--- config.mk ---
export PLATFORM = sky130hd
export DESIGN_NAME = dm_absctrl
export DESIGN_NICKNAME = d
export VERILOG_FILES = /design/src/rtl/dm_absctrl.sv
export SDC_FILE = /design/constraint.sdc
export NUM_CORES = 1
export LEC_CHECK = 0
export ABC_AREA = 1
export CAP_MARGIN = 20
export CORE_MARGIN = 2
export CORE_UTILIZATION = 40
export CTS_CLUSTER_SIZE = 12
export DETAILED_ROUTE_END_ITERATION = 12
export HOLD_SLACK_MARGIN = 0.05
export PLACE_DENSITY = 0.77
export REMOVE_ABC_BUFFERS = 1
export SYNTH_ARGS = -nofsm -noshare
export SYNTH_HDL_FRONTEND = slang
export SYNTH_SLANG_ARGS = --single-unit
--- constraint.sdc ---
create_clock -name clk -period 1.69 [get_ports clk]
set_input_delay 0.2535 -clock clk [delete_from_list [all_inputs] [get_ports clk]]
set_output_delay 0.2535 -clock clk [all_outputs]
set_load 0.02 [all_outputs]
--- src/rtl/dm_absctrl.sv ---
// dm_absctrl: abstract-command sequencer for the debug module.
// Runs Access Register transfers to the halted hart and tracks busy/cmderr.
module dm_absctrl #(
    parameter int XLEN    = 64,
    parameter int TIMEOUT = 16
) (
    input  logic        clk,
    input  logic        reset,
    input  logic        CmdValid,
    input  logic        CmdWrite,
    input  logic        CmdTransfer,
    input  logic [15:0] CmdRegNo,
    input  logic        ClearErr,
    input  logic        HartHalted,
    input  logic        HartAck,
    output logic        HartReq,
    output logic        HartWe,
    output logic [4:0]  HartRegNo,
    output logic        Data0En,
    output logic        Busy,
    output logic [2:0]  CmdErr
);

    localparam int CW = $clog2(TIMEOUT);

    localparam logic [1:0] IDLE = 2'd0;
    localparam logic [1:0] XFER = 2'd1;
    localparam logic [1:0] DONE = 2'd2;

    localparam logic [2:0] ERR_BUSY    = 3'd1;
    localparam logic [2:0] ERR_NOTSUP  = 3'd2;
    localparam logic [2:0] ERR_EXCEPT  = 3'd3;
    localparam logic [2:0] ERR_HALTRES = 3'd4;

    if (TIMEOUT < 2 || XLEN < 1) begin : g_bad_param
        $error("dm_absctrl: TIMEOUT must be >= 2 and XLEN >= 1");
    end

    logic [1:0]    state;
    logic [1:0]    state_n;
    logic [CW-1:0] cnt;
    logic          accept;
    logic          err_set;
    logic [2:0]    err_code;
    logic          timeout;
    logic          gpr_ok;

    assign timeout = (cnt == CW'(TIMEOUT - 1));
    assign gpr_ok  = (CmdRegNo[15:5] == 11'h080);

    // The data0 flop captures read data in the very cycle the hart acks.
    assign Data0En = (state == XFER) && HartAck && !HartWe;

    // Next state, command acceptance and error detection.
    always_comb begin
        state_n  = state;
        accept   = 1'b0;
        err_set  = 1'b0;
        err_code = 3'd0;
        case (state)
            IDLE: begin
                if (CmdValid && CmdErr == 3'd0) begin
                    if (!HartHalted) begin
                        err_set  = 1'b1;
                        err_code = ERR_HALTRES;
                    end else if (CmdTransfer) begin
                        if (!gpr_ok) begin
                            err_set  = 1'b1;
                            err_code = ERR_NOTSUP;
                        end else begin
                            accept  = 1'b1;
                            state_n = XFER;
                        end
                    end
                end
            end
            XFER: begin
                if (HartAck) begin
                    state_n = DONE;
                end else if (timeout) begin
                    state_n = DONE;
                    if (CmdErr == 3'd0) begin
                        err_set  = 1'b1;
                        err_code = ERR_EXCEPT;
                    end
                end
                if (!err_set && CmdValid && CmdErr == 3'd0) begin
                    err_set  = 1'b1;
                    err_code = ERR_BUSY;
                end
            end
            DONE: begin
                state_n = IDLE;
                if (CmdValid && CmdErr == 3'd0) begin
                    err_set  = 1'b1;
                    err_code = ERR_BUSY;
                end
            end
            default: state_n = IDLE;
        endcase
    end

    // State, registered handshake outputs, timeout counter and sticky cmderr.
    always_ff @(posedge clk) begin
        if (reset) begin
            state     <= IDLE;
            cnt       <= '0;
            HartReq   <= 1'b0;
            HartWe    <= 1'b0;
            HartRegNo <= 5'd0;
            Busy      <= 1'b0;
            CmdErr    <= 3'd0;
        end else begin
            state   <= state_n;
            Busy    <= (state_n != IDLE);
            HartReq <= (state_n == XFER);
            if (accept) begin
                HartWe    <= CmdWrite;
                HartRegNo <= CmdRegNo[4:0];
                cnt       <= '0;
            end else if (state == XFER) begin
                cnt <= cnt + CW'(1);
            end
            if (err_set) begin
                CmdErr <= err_code;
            end else if (ClearErr) begin
                CmdErr <= 3'd0;
            end
        end
    end

endmodule

Yosys cells after proc, flatten, opt, wreduce, memory -nomap -nowiden

Cells that the tools add are included.

Reductions and logical operators: 12
Equality and inequality tests: 5
Muxes and demuxes: 35
Add/subtract/negate cells: 1

Operator list:

| kind                | number |
|---|---|
| $mux 2              | 11 |
| $mux 1              | 16 |
| $mux 3              | 5 |
| $eq 11x8->1 const B | 1 |
| $pmux 3 s3          | 1 |
| $logic_and 1x1->1   | 5 |
| $add 4x1->4 const B | 1 |
| $eq 2x1->1 const B  | 2 |
| $eq 4x4->1 const B  | 1 |
| $pmux 2 s2          | 1 |
| $reduce_bool 2->1   | 2 |
| $logic_not 3->1     | 1 |
| $pmux 1 s3          | 1 |
| $eq 2x2->1 const B  | 1 |
| $logic_not 1->1     | 2 |
| $logic_not 2->1     | 1 |
| $reduce_or 2->1     | 1 |

Word-level logic and storage cells: 60
Input bits: 24
Output and inout bits: 12
Register bits after elaboration: 17

Depth between registers and ports, before layout

Gate-level depths: netlist of run 1.

Word-level depth: 11
Gate-level depth with buffers: 10
Mapped depth without buffers: 10

Worst setup path after synthesis of run 1

No wires, ideal clock.

Path type: register -> register
Start point: register CmdErr[2]
End point: register HartRegNo[0]
Cell stages (with the launch flop): 8
Library setup time: 0.116 ns
Slack: 0.406 ns
Required time: 1.574 ns
Buffers on the path: 1
Period minus slack after synthesis: 1.284 ns
Arrival: 1.168 ns
Cells stage by stage: dfxtp_1 -> nor2_1 -> nand3_2 -> nor2_4 -> nand4_2 -> buf_6 -> nor2_1 -> nor2_1

Cells in the longest elaborated chain, start to end: 4

Ends and longest elaborated chain:

| item                     | RTL line | source |
|---|---|---|
| start: declaration       | 21       | `output logic [2:0] CmdErr` |
| start signal: assignment | 125      | `CmdErr <= err_code;` |
| $logic_not 3->1          | 62       | `if (CmdValid && CmdErr == 3'd0) begin` |
| $logic_and 1x1->1        | 62       |  |
| $mux 1                   | 62       |  |
| $mux 1                   | 60       | `case (state)` |
| end signal: assignment   | 119      | `HartRegNo <= CmdRegNo[4:0];` |
| end: declaration         | 18       | `output logic [4:0] HartRegNo,` |

Every way passes these cells.
A chain may end at the register's enable or synchronous reset.

Final worst setup path of run 1

Start point: input HartAck
End point: output Data0En

Cells in the longest elaborated chain, start to end: 2

Ends and longest elaborated chain:

| item                            | RTL line | source |
|---|---|---|
| start: declaration              | 15       | `input logic HartAck,` |
| $logic_and 1x1->1 (2 in series) | 52       | `assign Data0En = (state == XFER) && HartAck && !HartWe;` |
| end: declaration                | 19       | `output logic Data0En,` |

Every way passes these cells.

==> metrics.md, run 1 <==
| Metric | Value |
|---|---|
| I/O pin cnt | `36` |
| Critical path cell sequence | `clkdlybuf4s50_1 > inv_1 > nor3_1 > dlygate4sd2_1` |
| Fillcell total | `roughly 180` |
| CP Class | `input port to output port` |
| Cell area after placement | `between 1000 and 1500 um^2` |
| Part of the Yosys area used for sequential elements | `a little over two fifths` |
| Yosys top cell area share | `between 40% and 50%` |
| CTS Root Buffer Type | `clkbuf_4` |
| Drt drc | `0` |
| Antenna Cells | `0` |
| Placer Congestion | `about 0.75` |
| Fin cells | `approximately 180` |
| Clk pin slew, worst setup/hold paths | `100 ps` |
| Area growth syn-to-layout | `56.2%` |
| P_leak | `~0.55 nW` |
| Status | `finished clean` |
| Clock share of power | `between 20 and 30%` |
| Worst-path maximum fanout | `2` |
| Sw Pwr | `roughly 170 uW` |
| Worst hold-check path type | `register to register` |
| Most common cell after layout, fill and taps aside | `clkdlybuf4s50_1` |
| Routed Antenna Nets | `0` |
| Cell variety after synth | `24` |
| Port buffer count | `35` |
| FMAX | `slightly above 0.6 GHz` |
| Die X | `a little under 50 um` |
| Power Dens Cells | `between 500 and 600 nW/um^2` |
| Share of cells above drive strength 1 | `13.5%` |
| Leading cell types in the layout, fill and taps excluded | `clkdlybuf4s50_1 (34), nor2_1 (25), dfxtp_1 (17), nand2_1 (17), inv_1 (12)` |
| H-tree depth | `1` |
| TritonCTS clock tree | `built` |
| Max_slew headroom | `a little over 80%` |
| Finished layout cell area | `1260 um^2` |
| Final worst-path cycle share | `a little over nine tenths` |
| Internal power | `562 uW` |
| Placed Cells | `179` |
| CP arrival | `approximately 1400 ps` |
| Vias per cell | `about 4.7` |
| Die Area | `between 2000 and 2500 um^2` |
| Mapped Cells | `about 110` |
| Clock Skew | `around 6.4 ps` |
| Post-CTS setup buffers | `0` |
| Fin util | `65.0%` |
| CP startpoint kind | `input port` |
| Num rows | `16` |
| Routed wire length per instance | `11.1 um` |
| Yosys warnings | `0` |
| GR Util All Layers | `a little under a fifth` |
| CTS Buffer Depth | `2` |
| Register Area | `340 um^2` |
| Fin. Hold Viols | `0` |
| Synth top area cells | `dfxtp_1 (42%), nor2_1 (12%), nand2_1 (7.9%), inv_1 (5.6%), nand3_1 (4.3%)` |
| Switching share of power | `a little under a quarter` |
| Combinational share of power | `roughly 15%` |
| Multi-input logic area | `between 400 and 500 um^2` |
| Clock sinks | `17` |
| Starting density of the core | `about two fifths` |
| Final Max Slew Viols | `0` |
| Post-synthesis cell area | `between 800 and 900 um^2` |
| Syn Area/Cell | `7.28 um^2` |
| CP peak stage delay | `approximately 490 ps` |
| Critical Path RT | `about 1400 ps` |
| Nets@finish | `about 180` |
| Slowest stage cell, crit path | `clkdlybuf4s50_1` |
| Max Cap Viol | `0` |
| Area leader, netlist | `dfxtp_1` |
| Antenna violations before repair | `0` |
| Global-route wire length before repair | `about 3600 um` |
| CP Capture Type | `output port` |
| Fin crit period | `approximately 1600 ps` |
| Seq pwr share | `a little under three fifths` |
| Worst VDD drop | `0.413 mV` |
| Number of synthesized register bits | `17` |
| Endpoints failing setup | `0` |
| Clk Latency, worst-skew pair | `about 290 ps` |
| Hold-fix buffers, CTS | `0` |
| Via count | `around 870` |
| RSZ-0062 raised after global routing | `no` |
| Core ar. | `between 1500 and 2000 um^2` |
| Vias in the first global route | `roughly 900` |
| Slew of the pin with the lowest slew margin | `251 ps` |
| Pin count of the biggest net entering global routing | `10` |
| Hold slack | `slightly below 500 ps` |
| Number of DRC markers in iteration 0 | `14` |
| Final WL | `between 2000 and 2500 um` |
| Detailed-placement wirelength estimate | `1640 um` |
| Global route overflow | `0` |
| Die height | `49.0 um` |
| CTS Buf Count | `3` |
| Router iterations before antenna repair | `4` |
per-layer routing:
metal / GRT usage, % / wire (um)
met5: 0 / 0
met4: 4.29 / 10
met3: 3.37 / 90
met2: 36.3 / 1040
met1: 21.0 / 889
cells by family after synthesis:
group                      count (synthesis)  share of synthesized area [%]
and+or+nand+nor                           62                           35.8
xor gates and xnor gates                   3                           3.25
AOI/OAI and AO/OA                         13                           9.44
adders and majority gates                  1                           1.55
buffers and inverters                     15                           7.89
DFF                                       17                           42.1
flip-flops by register name, summed over array words and instances (netlist names):
register,flops
Busy,1
HartWe,1
state,2
HartReq,1
HartRegNo,5
cnt,4
CmdErr,3
cell usage after synthesis:
cell type	instances
nor2_1	25
dfxtp_1	17
nand2_1	17
inv_1	12
nand3_1	7
o21ai_0	6
a21oi_1	5
nand2_2	2
nand4_1	2
nor2_2	2
nor3_1	2
xor2_1	2
a21oi_2	1
a31oi_2	1
and2_1	1
buf_1	1
buf_6	1
clkinv_1	1
ha_1	1
nand3_2	1
nand4_2	1
nor2_4	1
or2_4	1
xnor2_1	1
power groups by stage:
stage	clock network [mW]	registers (mW)	logic (mW)
2_1_floorplan	0	0.416	0.0303
3_3_place_gp	0	0.414	0.104
3_5_place_dp	0	0.414	0.108
4_1_cts	0.221	0.405	0.108
5_1_grt	0.238	0.405	0.118
6_report	0.215	0.405	0.108
metrics by stage:
stage	TNS (ps)	worst slack, ps	power, mW
floorplan	0	310	0.446
finish	0	87.4	0.728
CTS	0	94.8	0.734
global route	0	18.9	0.761
global placement	-132	-132	0.518
detailed placement	-225	-187	0.522
critical path, delay by kind of cell:
family	cells	cell delay (ps)
AND/OR/NAND/NOR	1	190
buffers and inverters	3	910
final cells by class:
type | count | share of cell area, %
Timing Repair Buffer | 43 | 32.4
Multi-Input combinational cell | 79 | 32.0
Inverter | 13 | 3.87
Tap cell | 27 | 2.68
Sequential cell | 17 | 27.0
Clock buffer | 4 | 2.08
final timing paths:
kind / start / end / slack (ps) / depth (start not counted)
min reg2reg: cnt[1] / cnt[1] / 490 / 2
max: HartAck / Data0En / 90 / 4
max reg2reg: cnt[0] / CmdErr[2] / 210 / 10
min: cnt[1] / cnt[1] / 490 / 2
repair_timing:
item | CTS | global route
resized for setup | 1 | 0
setup endpoints to repair | 1 | 0
endpoints found under the hold margin | 0 | 0
No activity file was read; power rests on OpenSTA's default activity.
==> inputs of run 2 (changes only) <==
--- a/config.mk
+++ b/config.mk
@@ -7,12 +7,14 @@
 export LEC_CHECK = 0
 export ABC_AREA = 1
 export CAP_MARGIN = 20
+export CELL_PAD_IN_SITES_DETAIL_PLACEMENT = 1
+export CELL_PAD_IN_SITES_GLOBAL_PLACEMENT = 1
 export CORE_MARGIN = 2
-export CORE_UTILIZATION = 40
+export CORE_UTILIZATION = 27
 export CTS_CLUSTER_SIZE = 12
 export DETAILED_ROUTE_END_ITERATION = 12
 export HOLD_SLACK_MARGIN = 0.05
-export PLACE_DENSITY = 0.77
+export PLACE_DENSITY = 0.76
 export REMOVE_ABC_BUFFERS = 1
 export SYNTH_ARGS = -nofsm -noshare
 export SYNTH_HDL_FRONTEND = slang
==> constraint.sdc (replaced) <==
create_clock -name clk -period 1.7 [get_ports clk]
set_input_delay 0.255 -clock clk [delete_from_list [all_inputs] [get_ports clk]]
set_output_delay 0.255 -clock clk [all_outputs]
set_load 0.02 [all_outputs]
==> run 2 against run 1 <==
The flow now finishes with violations (DRC). Largest power group unchanged. Core utilization decreased by 20 points. Sequential power is essentially flat. Critical endpoint is now CmdErr[1]. Global-route usage decreased by 4.1 points. Critical path type is now register to output port. Largest cell class is now multi-input combinational cells. Die area up 44%. Via count decreased by 2.4%. Design area shrank 1.1%. Register-to-register slack is essentially flat. Final cell count grew 0.55%.
==> metrics.md, run 2 (synthesized netlist as in run 1, its figures left out) <==
| Metric | Value |
|---|---|
| Antenna violations before repair | `0 (unchanged)` |
| GR Util All Layers | `14.7% (was 18.8%)` |
| Router iterations before antenna repair | `8 (was 4)` |
| Clock sinks | `17 (unchanged)` |
| Routed wire length per instance | `12.3 um (was 11.1 um)` |
| Slew of the pin with the lowest slew margin | `258 ps (was 251 ps)` |
| Num rows | `19 (was 16)` |
| P_leak | `0.535 nW (was 0.551 nW)` |
| Vias per cell | `4.60 (was 4.74)` |
| FMAX | `0.636 GHz` |
| Clk pin slew, worst setup/hold paths | `110 ps (was 100 ps)` |
| Die X | `58.7 um (was 49.0 um)` |
| Fillcell total | `365 (was 182)` |
| Share of cells above drive strength 1 | `12.4% (was 13.5%)` |
| I/O pin cnt | `36 (unchanged)` |
| Slowest stage cell, crit path | `clkdlybuf4s50_1 (unchanged)` |
| CP peak stage delay | `620 ps (was 490 ps)` |
| CTS Buffer Depth | `2 (unchanged)` |
| TritonCTS clock tree | `built (unchanged)` |
| Port buffer count | `35 (unchanged)` |
| RSZ-0062 raised after global routing | `no (unchanged)` |
| Clock Skew | `4.31 ps (was 6.37 ps)` |
| CP startpoint kind | `register (was input port)` |
| Worst VDD drop | `0.451 mV (was 0.413 mV)` |
| FF-to-FF End | `CmdErr[0] (was CmdErr[2])` |
| Worst reg-to-reg setup slack | `200 ps (was 210 ps)` |
| Detailed-placement wirelength estimate | `1840 um (was 1640 um)` |
| Core ar. | `2810 um^2 (was 1940 um^2)` |
| Fin crit period | `approximately 1600 ps` |
| Critical R2R Launch | `cnt[0] (unchanged)` |
| Failing checks | `DRC` |
| Routed Antenna Nets | `0 (unchanged)` |
| Placer Congestion | `0.768 (was 0.752)` |
| Cell area after placement | `1220 um^2 (was 1240 um^2)` |
| Global-route wire length before repair | `3880 um (was 3620 um)` |
| Die height | `58.7 um (was 49.0 um)` |
| Worst Hold End | `cnt[1] (unchanged)` |
| Max Cap Viol | `0 (unchanged)` |
| Leading cell types in the layout, fill and taps excluded | `clkdlybuf4s50_1 (34), nor2_1 (25), dfxtp_1 (17), nand2_1 (17), inv_1 (12) (unchanged)` |
| Most common cell after layout, fill and taps aside | `clkdlybuf4s50_1 (unchanged)` |
| CTS Root Buffer Type | `clkbuf_4 (unchanged)` |
| Starting density of the core | `28.8% (was 41.6%)` |
| Fin. Hold Viols | `0 (unchanged)` |
| Critical path cell sequence | `clkdlybuf4s50_1 (was clkdlybuf4s50_1 > inv_1 > nor3_1 > dlygate4sd2_1)` |
| Endpoints failing setup | `0 (unchanged)` |
| Clk Latency, worst-skew pair | `300 ps (was 290 ps)` |
| Total power | `742 uW (was 728 uW)` |
| Area growth syn-to-layout | `54.5% (was 56.2%)` |
| Largest register by flop count | `HartRegNo (unchanged)` |
| CTS Buf Count | `3 (unchanged)` |
| Pin count of the biggest net entering global routing | `12 (was 10)` |
| Top Registers | `HartRegNo: 5 flops, cnt: 4 flops, CmdErr: 3 flops (unchanged)` |
| Drt drc | `1 (was 0)` |
| Max_slew headroom | `82.7% (was 83.1%)` |
| Number of DRC markers in iteration 0 | `12 (was 14)` |
| Final worst-path cycle share | `92.6%` |
| Hold-fix buffers, CTS | `0 (unchanged)` |
| Status | `finished, violations left (was finished clean)` |
| Via count | `846 (was 867)` |
| Post-CTS setup buffers | `0 (unchanged)` |
| Min-Delay Startpoint | `cnt[1] (unchanged)` |
| Power Dens Cells | `595 nW/um^2 (was 576 nW/um^2)` |
| Die Area | `3450 um^2 (was 2400 um^2)` |
| WHS Path Cells | `2 (unchanged)` |
| Final Max Slew Viols | `0 (unchanged)` |
| Global route overflow | `0 (unchanged)` |
| Multi-input logic area | `404 um^2 (unchanged)` |
| CP arrival | `1320 ps (was 1350 ps)` |
| Finished layout cell area | `1250 um^2 (was 1260 um^2)` |
| Critical Path RT | `1440 ps (about the same)` |
| Worst path top cell family by delay | `buffers and inverters (unchanged)` |
| Register Area | `340 um^2 (unchanged)` |
| Final WL | `2260 um (was 2030 um)` |
| CP bufs+invs | `1 (was 3)` |
| Vias in the first global route | `927 (was 898)` |
| CP Class | `register to output port (was input port to output port)` |
| Antenna Cells | `0 (unchanged)` |
| H-tree depth | `1 (unchanged)` |
| CP Capture Type | `output port (unchanged)` |
| Largest register FFs | `5 (unchanged)` |
| Worst hold-check path type | `register to register (unchanged)` |
| Nets@finish | `179 (was 182)` |
| Worst-path maximum fanout | `4 (was 2)` |
| Worst R2R Path Depth | `10 (unchanged)` |
## run 2: changes by cell type in the layout (fill, tap and decap cells not counted)
| cell | previous run | this run |
|---|---|---|
| clkinvlp_4 | 0 | 1 |
| buf_4 | 8 | 5 |
| clkbuf_1 | 1 | 0 |
## run 2: worst max path at each step
stage / from / endpoint / slack [ps] / cells past startpoint
floorplan: CmdErr[2] / HartWe / 320 / 7
detailed placement: HartAck / Data0En / -160 / 4
CTS: CmdErr[1] / CmdErr[1] / 110 / 1
global placement: HartAck / Data0En / -130 / 4
finish: CmdErr[1] / CmdErr[1] / 130 / 1
global route: cnt[0] / CmdErr[1] / 30 / 10
## run 2: routing by layer
metal  part of all wire (%)  GRT usage [%]  up-vias
li1                       -              -      435
met1                     40           14.8      385
met2                     52           29.2       24
met3                    7.2           5.27        2
met4                   0.44           1.95        0
met5                      0              0        -
## run 2: timing repair
action,in CTS,in global routing
gates resized for setup,1,0
hold endpoints to repair,0,0
endpoints found under the setup margin,1,0
## run 2: cell type report
class	count	area share [%]
Multi-Input combinational cell	79	32.4
Timing Repair Buffer	40	31.0
Sequential cell	17	27.3
Inverter	13	3.91
Tap cell	31	3.11
Clock buffer	3	1.80
Clock inverter	1	0.601
## run 2: through the flow
stage	std cells	util (%)	hold WS (ps)	TNS [ps]	worst slack, ps
final	184	44.5	508	0	126
after global routing	184	44.5	527	0	27.1
after CTS	184	44.5	512	0	111
after detailed placement	180	43.5	495	-155	-155
after global placement	180	43.5	472	-128	-128
after floorplan	109	-	317	0	320
## run 2: report_power, final
part           total [mW]  switching [mW]  internal, mW
registers           0.402         0.00214         0.400
logic               0.105          0.0401        0.0647
clock network       0.235           0.146        0.0897
total               0.742           0.188         0.555
